File: config.mk
export PLATFORM = sky130hd
export DESIGN_NAME = mem_port_arb
export DESIGN_NICKNAME = d
export VERILOG_FILES = /design/src/rtl/mem_port_arb.sv
export SDC_FILE = /design/constraint.sdc
export NUM_CORES = 1
export LEC_CHECK = 0
export CAP_MARGIN = 20
export CORE_UTILIZATION = 41
export DETAILED_ROUTE_END_ITERATION = 7
export GPL_TIMING_DRIVEN = 0
export PLACE_DENSITY = 0.82
export REMOVE_ABC_BUFFERS = 1
export SYNTH_ARGS = -nofsm -noshare
export SYNTH_HDL_FRONTEND = slang
export SYNTH_SLANG_ARGS = --single-unit
export TNS_END_PERCENT = 10
File: constraint.sdc
create_clock -name i_clk -period 2.2 [get_ports i_clk]
set_clock_uncertainty 0.15 [all_clocks]
set_input_delay 0.44 -clock i_clk [delete_from_list [all_inputs] [get_ports i_clk]]
set_output_delay 0.44 -clock i_clk [all_outputs]
set_load 0.01 [all_outputs]
File: src/rtl/mem_port_arb.sv
// rtl/mem_port_arb.sv - two-master arbiter for the shared memory port with ack watchdog
// Fixed priority (M1 over M0) by default; define ARB_RR_EN for round-robin arbitration.
module mem_port_arb #(
  parameter int AW      = 32,
  parameter int DW      = 32,
  parameter int TIMEOUT = 64
) (
  input  logic            i_clk,
  input  logic            i_rst_n,
  input  logic            i_m0_req,
  input  logic            i_m0_we,
  input  logic [AW-1:0]   i_m0_addr,
  input  logic [DW-1:0]   i_m0_wdata,
  input  logic [DW/8-1:0] i_m0_wstrb,
  output logic            o_m0_done,
  output logic            o_m0_err,
  output logic [DW-1:0]   o_m0_rdata,
  input  logic            i_m1_req,
  input  logic            i_m1_we,
  input  logic [AW-1:0]   i_m1_addr,
  input  logic [DW-1:0]   i_m1_wdata,
  input  logic [DW/8-1:0] i_m1_wstrb,
  output logic            o_m1_done,
  output logic            o_m1_err,
  output logic [DW-1:0]   o_m1_rdata,
  output logic            o_s_req,
  output logic            o_s_we,
  output logic [AW-1:0]   o_s_addr,
  output logic [DW-1:0]   o_s_wdata,
  output logic [DW/8-1:0] o_s_wstrb,
  input  logic            i_s_ack,
  input  logic [DW-1:0]   i_s_rdata,
  output logic            o_busy,
  output logic            o_owner
);

  localparam logic [15:0] WDOG_LAST = 16'(TIMEOUT - 1);

  typedef enum logic {S_IDLE, S_BUSY} state_t;

  state_t      state, state_nxt;
  logic [15:0] wdog;
  logic        elig0, elig1, win, grant, ack_hit, expire;

`ifdef ARB_RR_EN
  logic rr_ptr;
`endif

  always_comb begin
    state_nxt = state;
    grant     = 1'b0;
    ack_hit   = 1'b0;
    expire    = 1'b0;
    // a master is masked in its own done cycle so a still-held req is not re-granted
    elig0     = i_m0_req & ~o_m0_done;
    elig1     = i_m1_req & ~o_m1_done;
`ifdef ARB_RR_EN
    win       = (elig0 & elig1) ? ~rr_ptr : elig1;
`else
    win       = elig1;
`endif
    case (state)
      S_IDLE: begin
        if (elig0 | elig1) begin
          grant     = 1'b1;
          state_nxt = S_BUSY;
        end
      end
      S_BUSY: begin
        if (i_s_ack) begin
          ack_hit   = 1'b1;
          state_nxt = S_IDLE;
        end else if (wdog == WDOG_LAST) begin
          expire    = 1'b1;
          state_nxt = S_IDLE;
        end
      end
      default: state_nxt = S_IDLE;
    endcase
  end

  always_ff @(posedge i_clk) begin
    if (!i_rst_n) state <= S_IDLE;
    else          state <= state_nxt;
  end

  assign o_busy  = (state == S_BUSY);
  assign o_s_req = o_busy;

  always_ff @(posedge i_clk) begin
    if (!i_rst_n) begin
      o_owner    <= 1'b0;
      o_s_we     <= 1'b0;
      o_s_addr   <= '0;
      o_s_wdata  <= '0;
      o_s_wstrb  <= '0;
      wdog       <= '0;
      o_m0_done  <= 1'b0;
      o_m0_err   <= 1'b0;
      o_m0_rdata <= '0;
      o_m1_done  <= 1'b0;
      o_m1_err   <= 1'b0;
      o_m1_rdata <= '0;
    end else begin
      o_m0_done <= 1'b0;
      o_m0_err  <= 1'b0;
      o_m1_done <= 1'b0;
      o_m1_err  <= 1'b0;
      if (grant) begin
        o_owner   <= win;
        o_s_we    <= win ? i_m1_we    : i_m0_we;
        o_s_addr  <= win ? i_m1_addr  : i_m0_addr;
        o_s_wdata <= win ? i_m1_wdata : i_m0_wdata;
        o_s_wstrb <= win ? i_m1_wstrb : i_m0_wstrb;
        wdog      <= '0;
      end else if (o_busy) begin
        wdog <= wdog + 16'd1;
      end
      if (ack_hit | expire) begin
        if (o_owner) begin
          o_m1_done  <= 1'b1;
          o_m1_err   <= expire;
          o_m1_rdata <= (ack_hit & ~o_s_we) ? i_s_rdata : '0;
        end else begin
          o_m0_done  <= 1'b1;
          o_m0_err   <= expire;
          o_m0_rdata <= (ack_hit & ~o_s_we) ? i_s_rdata : '0;
        end
      end
    end
  end

`ifdef ARB_RR_EN
  always_ff @(posedge i_clk) begin
    if (!i_rst_n)   rr_ptr <= 1'b0;
    else if (grant) rr_ptr <= win;
  end
`endif

endmodule

Yosys cells after proc, flatten, opt, wreduce, memory -nomap -nowiden
Cells that the tools add are included.
{"block": "classes", "addsub": 1, "n_eq_ne": 1, "muxes": 17, "bitwise_logic": 12, "reduce_logical": 6}
{"op": "$mux 32", "count": 3}
{"op": "$add 16x1->16 const B", "count": 1}
{"op": "$eq 16x6->1 const B", "count": 1}
{"op": "$mux 1", "count": 12}
{"op": "$not 1->1", "count": 7}
{"op": "$reduce_and 2->1", "count": 3}
{"op": "$mux 4", "count": 1}
{"op": "$and 1x1->1", "count": 3}
{"op": "$reduce_and 3->1", "count": 1}
{"op": "$reduce_or 3->1", "count": 1}
{"op": "$or 1x1->1", "count": 2}
{"op": "$pmux 1 s2", "count": 1}
{"op": "$reduce_or 2->1", "count": 1}
{"block": "totals", "regBits": 155, "in_bits": 175, "output_inout_bits": 140, "elab_cells": 50}

Logic depth before layout (Yosys ltp)
Gate-level depths: netlist (run 1).
{"block": "depth", "word_depth": 7, "mapped_depth": 7}

Worst setup path after synthesis (run 1)
OpenSTA, ideal clock, no wires.
{"block": "synth_timing", "path_type": "register to register", "from": "register wdog[0]", "to": "register o_m0_rdata[27]", "setup_time_ps": 132, "arrival_time_ps": 1534, "required_time_ps": 1918, "path_slack_ps": 384, "stages_incl_launch_ff": 8, "n_path_buf": 2, "period_less_slack_ps": 1816, "path_cell_list": "dfxtp_1 ha_1 nor4bb_2 a41oi_2 buf_6 buf_6 o21ai_1 a21oi_1"}
{"block": "synth_between", "elab_chain_cells": 6}
{"element": "from (decl)", "line_no": "42", "source": "logic [15:0] wdog;"}
{"element": "from (signal assigned)", "line_no": "117", "source": "wdog <= wdog + 16'd1;"}
{"element": "$eq 16x6->1", "line_no": "73", "source": "end else if (wdog == WDOG_LAST) begin"}
{"element": "$mux 1", "line_no": "73"}
{"element": "$mux 1", "line_no": "70", "source": "if (i_s_ack) begin"}
{"element": "$mux 1", "line_no": "62", "source": "case (state)"}
{"element": "$or 1x1->1", "line_no": "119", "source": "if (ack_hit | expire) begin"}
{"element": "$reduce_and 2->1 (no source line)"}
{"element": "to (signal assigned)", "line_no": "127", "source": "o_m0_rdata <= (ack_hit & ~o_s_we) ? i_s_rdata : '0;"}
{"element": "to (decl)", "line_no": "17", "source": "output logic [DW-1:0] o_m0_rdata,"}
No other way between the ends.
A chain may end at the register's enable or synchronous reset.

Worst setup path after layout (run 1)
{"block": "layout_timing", "from": "input port i_m0_req", "to": "register o_s_wstrb[2]"}
{"block": "layout_between", "elab_chain_cells": 4}
{"element": "from (decl)", "line_no": "10", "source": "input logic i_m0_req,"}
{"element": "$and 1x1->1", "line_no": "55", "source": "elig0 = i_m0_req & ~o_m0_done;"}
{"element": "$or 1x1->1", "line_no": "64", "source": "if (elig0 | elig1) begin"}
{"element": "$mux 1", "line_no": "64"}
{"element": "$mux 1", "line_no": "62"}
{"element": "to (signal assigned)", "line_no": "114", "source": "o_s_wstrb <= win ? i_m1_wstrb : i_m0_wstrb;"}
{"element": "to (decl)", "line_no": "30", "source": "output logic [DW/8-1:0] o_s_wstrb,"}
No other way between the ends.

==> impl_metrics.env, run 1 <==
export IMPL_grt_pass1_vias=6392
export IMPL_fp_row_count=45
export IMPL_die_width_um=126.4
export IMPL_postSynth_asyncResetShare_pct=0
export IMPL_switching_power_mw=1.881
export IMPL_min_from="o_m1_rdata[18]"
export IMPL_setup_violations=0
export IMPL_crit_path_start_kind="input port"
export IMPL_p_leak_nw=3.742
export IMPL_hold_buffers=0
export IMPL_nFillCells=1186
export IMPL_grt_start_max_net_pins=83
export IMPL_clk_insertion_delay_late_ns=0.41
export IMPL_numCtsBuffers=17
export IMPL_critical_path_class="in -> reg"
export IMPL_fin_crit_ns=2.120
export IMPL_ys_seq_area_share_pct=48.89
export IMPL_num_vias=6658
export IMPL_diodes=0
export IMPL_drc=0
export IMPL_intPower_mw=5.632
export IMPL_synthTopCellsByCount="nand2_1, dfxtp_1, nor2_1, a311oi_1, a21oi_1"
export IMPL_cts_buffer_depth=2
export IMPL_hold_class="reg -> reg"
export IMPL_synth_top_family_by_area="compound AO/OA/AOI/OAI gates"
export IMPL_synth_compound_area_share_pct=21.74
export IMPL_worstMarginPinSlew_ns=0.8079
export IMPL_io_pins=315
export IMPL_period_share_pct=96.38
export IMPL_place_area_sq_um=9635
export IMPL_crit_required_ns=2.36
export IMPL_slew_violations=0
export IMPL_num_nets_final=1243
export IMPL_critPathLaunch="i_m0_req"
export IMPL_clkPwrFrac_pct=40.0
export IMPL_critPathArrivalTime_ns=2.28
export IMPL_power_density_nw_per_um2=721.0
export IMPL_place_congestion=0.8165
export IMPL_die_area_sq_um=15980
export IMPL_syn_mean_instance_area_sq_um=8.127
export IMPL_cp_end_kind="flip-flop"
export IMPL_maxCapViolations=0
export IMPL_syn_inst=781
export IMPL_area_growth_pct=64.16
export IMPL_r2r_end="o_s_wstrb[2]"
export IMPL_reg2reg_from="o_m1_done"
export IMPL_finalHoldViolations=0
export IMPL_ff2ff_setup_slack_ns=0.13
export IMPL_synth_cell_type_count=36
export IMPL_tns_ns=0
export IMPL_synth_fa_ha_area_share_pct=0.1971
export IMPL_synth_area_leaders="dfxtp_1, nand2_1, a311oi_1, nor2_1, a21oi_1"
export IMPL_ir_drop_uv=516.3
export IMPL_p_sw_share_pct=25.03
export IMPL_max_freq_mhz=471.6
export IMPL_synth_edff_count=0
export IMPL_clkTransAtPathRegs_ns=0.05
export IMPL_rr_worst_depth=7
export IMPL_core_sq_um=15150
export IMPL_synth_xor_area_share_pct=1.794
export IMPL_cts_tree="yes"
export IMPL_worstPathMaxFanout=42
export IMPL_routedWlPerCell_um=16.63
export IMPL_synth_seq_cells=155
export IMPL_netlist_top_cell_by_area="dfxtp_1"
export IMPL_dp_hpwl_um=13790
export IMPL_overflow=0
export IMPL_synth_simple_gate_area_share_pct=21.29
export IMPL_cts_sinks=155
export IMPL_dp_cells=1225
export IMPL_start_util_pct=41.91
export IMPL_synth_main_ff_cell="dfxtp_1"
export IMPL_die_y_um=126.4
export IMPL_antenna_left=0
export IMPL_max_slew_margin_pct=46.14
export IMPL_whs_ns=0.3134
export IMPL_muxShareOfSynthArea_pct=0.4731
export IMPL_status="complete, no violations"
export IMPL_root_buffer="clkbuf_16"
export IMPL_power_total_mw=7.513
export IMPL_crit_end="o_s_wstrb[2]"
export IMPL_antenna_found_initial=0
export IMPL_comb_power_share_pct=19.1
export IMPL_yosysMostFrequentCell="nand2_1"
export IMPL_synth_warnings=0
export IMPL_postRouteWirelength_um=21060
export IMPL_drive_above_1_share_pct=7.143
export IMPL_synthesis_area_sq_um=6347
export IMPL_firstDrtPassIters=5
export IMPL_post_route_cell_area_sq_um=10420
export IMPL_seq_power_share_pct=41.0
export IMPL_port_buffers=314
export IMPL_routed_via_density=5.259
export IMPL_grt_pass1_wl_um=33200
export IMPL_fin_cells=1266
export IMPL_rsz0062_at_grt="false"
export IMPL_drt_iter0_markers=336
export IMPL_cts_htree_levels=4
export IMPL_synth_top_area_share_pct=48.89
export IMPL_track_usage_pct=26.51
==> cell type report <==
| cell class | count | area, sq um | share of cell area, % |
|---|---|---|---|
| repair buffers | 331 | 3415 | 32.77 |
| multi-input cells | 558 | 3038 | 29.15 |
| well taps | 188 | 235.2 | 2.257 |
| clock inverters | 10 | 140.1 | 1.345 |
| inverters | 4 | 17.52 | 0.1681 |
| flip-flops and latches | 155 | 3108 | 29.83 |
| clock buffers | 20 | 466.7 | 4.479 |
==> layout by cell type, fill, tap and decap left out, drive strengths merged, types with 2 or more instances in the layout <==
cell type | Yosys | final
clkbuf | 41 | 21
nand2b | 5 | 7
nor3 | 3 | 3
nand2 | 208 | 208
xor2 | 3 | 3
clkdlybuf4s50 | 0 | 312
nor2b | 2 | 2
bufinv | 0 | 3
o21ai | 64 | 64
a311oi | 69 | 69
nand4 | 4 | 4
nor2 | 93 | 93
nand3 | 7 | 7
inv | 4 | 5
clkinvlp | 0 | 3
and3 | 2 | 2
clkinv | 0 | 3
dfxtp | 155 | 155
buf | 27 | 17
xnor2 | 10 | 10
a21boi | 22 | 22
a21oi | 45 | 46
mux2i | 3 | 3
a41oi | 1 | 2
nor4 | 6 | 6
==> critical path, stage by stage <==
cell and delay [ns]:
clkdlybuf4s50_1 0.51, nand2b_4 0.09, a21oi_4 0.21, buf_12 0.23, buf_16 0.22, buf_16 0.22
nor2_1 0.06, a311oi_1 0.27
==> worst min path at each step <==
stage	end	slack (ns)	cells past startpoint
after floorplan	wdog[14]	0.31	2
after global placement	o_m1_rdata[17]	0.30	2
after detailed placement	o_m1_rdata[23]	0.31	2
after CTS	o_m1_rdata[17]	0.32	2
after global routing	o_m1_rdata[23]	0.33	2
final	o_m1_rdata[18]	0.31	2
==> cell families (layout without fill, tap and decap cells) <==
kind of cell,Yosys count,in the layout
muxes,3,3
buffers and inverters,72,365
and+or+nand+nor,335,337
AOI/OAI and AO/OA,202,204
DFF,155,155
adders and majority gates,1,1
xor gates and xnor gates,13,13
==> sequential cells by signal (all words and copies together) (netlist names), 4 cells and up <==
signal,cells
o_m0_rdata,32
o_m1_rdata,32
o_s_addr,32
o_s_wdata,32
wdog,16
o_s_wstrb,4
==> power by group through the flow <==
stage          Sequential, mW  Clock [mW]  Combinational, mW
5_1_grt                  3.10        3.16               1.54
2_1_floorplan            3.22           0              0.452
3_5_place_dp             3.14           0               1.39
4_1_cts                  3.08        3.05               1.42
3_3_place_gp             3.13           0               1.37
6_report                 3.08        3.00               1.43
==> stage by stage <==
step,setup WS [ns],utilization (%)
6_report,0.07954,68.80
5_1_grt,0.005556,68.80
4_1_cts,0.01046,68.60
3_5_place_dp,-1.222,63.62
3_3_place_gp,-5.739,61.96
2_1_floorplan,-3.145,-
==> what timing repair did <==
action,4_1_cts,5_1_grt
pin swaps,4,0
setup buffers,6,1
endpoints found under the setup margin,154,60
gates resized for setup,13,7
gates cloned,4,0
==> per-layer routing <==
layer  up-vias  wire, um  GRT usage [%]  part of all wire, %
met5         -         0              0                    0
met4         0       647          11.76                  3.1
met3        38      1824          8.688                  8.7
met2       261     10610          46.93                   50
met1      3088      7975          28.85                   38
li1       3271         -              -                    -
Note: power is estimated with default switching activity, not from simulation.
==> run 2, diff against run 1 <==
Settings changed: CORE_MARGIN from default to 2, SLEW_MARGIN from default to 40.
==> run 2 against run 1 <==
Against the previous run:
- register-to-register slack gained 0.02 ns
- first-iteration DRC count shrank 0.60%
- wire length is essentially flat
- sequential cell count is the same
- largest cell class unchanged
- fmax grew 1.3%
==> impl_metrics.env, run 2 (same netlist as run 1, synthesis figures left out) <==
export IMPL_status="complete, no violations"
export IMPL_diodes=0
export IMPL_overflow=0
export IMPL_die_area_sq_um=16490
export IMPL_drc=0
export IMPL_slew_violations=0
export IMPL_crit_chain="clkdlybuf4s50_1"
export IMPL_nFillCells=1217
export IMPL_start_util_pct=41.91
export IMPL_p_leak_nw=3.741
export IMPL_crit_path_start_kind="flip-flop"
export IMPL_finalHoldViolations=0
export IMPL_num_nets_final=1245
export IMPL_grt_pass1_wl_um=33150
export IMPL_clkPwrFrac_pct=38.7
export IMPL_final_cell_mix="clkdlybuf4s50_1, nand2_1, dfxtp_1"
export IMPL_dp_hpwl_um=14820
export IMPL_place_congestion=0.8378
export IMPL_cts_htree_levels=4
export IMPL_num_vias=6669
export IMPL_antenna_found_initial=1
export IMPL_io_pins=315
export IMPL_grt_start_max_net_pins=89
export IMPL_comb_power_share_pct=19.6
export IMPL_port_buffers=314
export IMPL_drive_above_1_share_pct=7.116
export IMPL_ir_drop_uv=498.5
export IMPL_intPower_mw=5.491
export IMPL_max_freq_mhz=477.8
export IMPL_clk_insertion_delay_late_ns=0.42
export IMPL_cts_buffer_depth=2
export IMPL_root_buffer="clkbuf_16"
export IMPL_worstPathMaxFanout=5
export IMPL_hold_buffers=0
export IMPL_numCtsBuffers=17
export IMPL_firstDrtPassIters=5
export IMPL_seq_power_share_pct=41.7
export IMPL_period_share_pct=95.14
export IMPL_crit_family="buffers and inverters"
export IMPL_critPathArrivalTime_ns=1.50
export IMPL_fp_row_count=45
export IMPL_critical_path_class="reg -> out"
export IMPL_fin_cells=1270
export IMPL_routed_via_density=5.251
export IMPL_dp_cells=1232
export IMPL_postRouteWirelength_um=21070
export IMPL_die_y_um=128.4
export IMPL_cts_tree="yes"
export IMPL_worstMarginPinSlew_ns=0.6264
export IMPL_power_total_mw=7.393
export IMPL_layout_commonest_cell="clkdlybuf4s50_1"
export IMPL_die_width_um=128.4
export IMPL_area_growth_pct=64.05
export IMPL_clkTransAtPathRegs_ns=0.06
export IMPL_grt_pass1_vias=6416
export IMPL_cts_sinks=155
export IMPL_routedWlPerCell_um=16.59
export IMPL_crit_required_ns=1.61
export IMPL_drt_iter0_markers=334
export IMPL_cp_end_kind="primary output"
export IMPL_setup_violations=0
export IMPL_core_sq_um=15150
export IMPL_critPathBufInv=1
export IMPL_track_usage_pct=25.60
export IMPL_antenna_left=0
export IMPL_max_stage_delay_ns=0.60
export IMPL_max_slew_margin_pct=58.24
export IMPL_p_sw_share_pct=25.73
export IMPL_fin_crit_ns=2.093
export IMPL_preCtsSetupSlack_ns=-0.8275
export IMPL_switching_power_mw=1.902
export IMPL_crit_path_top_delay_cell="clkdlybuf4s50_1"
export IMPL_power_density_nw_per_um2=710.0
export IMPL_maxCapViolations=0
export IMPL_worst_slack_ns=0.1069
export IMPL_hold_class="reg -> reg"
[run 2: repair_timing]
item                                    CTS  global route
buffers inserted                          3             1
endpoints found under the hold margin     0             0
endpoints found under the setup margin  122            19
gates resized for setup                   6             3
cloned                                    2             0
pin swaps                                 2             2
[run 2: power by group through the flow]
stage,Sequential [mW],Clock (mW),Combinational [mW]
after floorplan,3.22,0,0.452
after global placement,3.13,0,1.38
after detailed placement,3.14,0,1.43
after CTS,3.08,2.91,1.46
after global routing,3.10,3.03,1.57
final,3.08,2.86,1.45
[run 2: metal layers]
metal | wire length [um] | global-route usage [%] | up-vias
met2 | 10490 | 44.49 | 281
li1 | - | - | 3270
met4 | 736 | 11.89 | 0
met5 | 0 | 0 | -
met3 | 1879 | 8.358 | 45
met1 | 7967 | 28.47 | 3073
[run 2: per-stage QoR]
stage / hold WS, ns / utilization [%] / instance area, sq um / TNS, ns
floorplan: 0.3092 / - / 6006 / -278.76
global placement: 0.2983 / 61.96 / 9384 / -610.93
finish: 0.3087 / 68.75 / 10410 / 0
global route: 0.3254 / 68.75 / 10410 / -0.002983
CTS: 0.3123 / 68.64 / 10400 / 0
detailed placement: 0.3044 / 64.47 / 9764 / -51.98
[run 2: path summary, 6_finish.rpt]
check / slack (ns) / to / cells after the start / startpoint
max: 0.11 / o_m1_done / 1 / o_m1_done
min: 0.31 / o_m1_rdata[24] / 2 / o_m1_rdata[24]
max reg2reg: 0.15 / o_m0_rdata[8] / 8 / wdog[0]
min reg2reg: 0.31 / o_m1_rdata[24] / 2 / o_m1_rdata[24]
[run 2: final cells by class]
class                   count  area, sq um  share of cell area, %
multi-input cells         556         2987                  28.68
repair buffers            335         3491                  33.53
flip-flops and latches    155         3108                  29.85
inverters                   4        22.52                 0.2163
well taps                 188        235.2                  2.259
clock buffers              22        454.2                  4.362
clock inverters            10        115.1                  1.105
==> run 3, diff against run 2 <==
Settings changed: ABC_AREA from default to 0.
==> results of run 3 <==
Same layout as run 2: the final DEF is identical, and so are final timing and power.
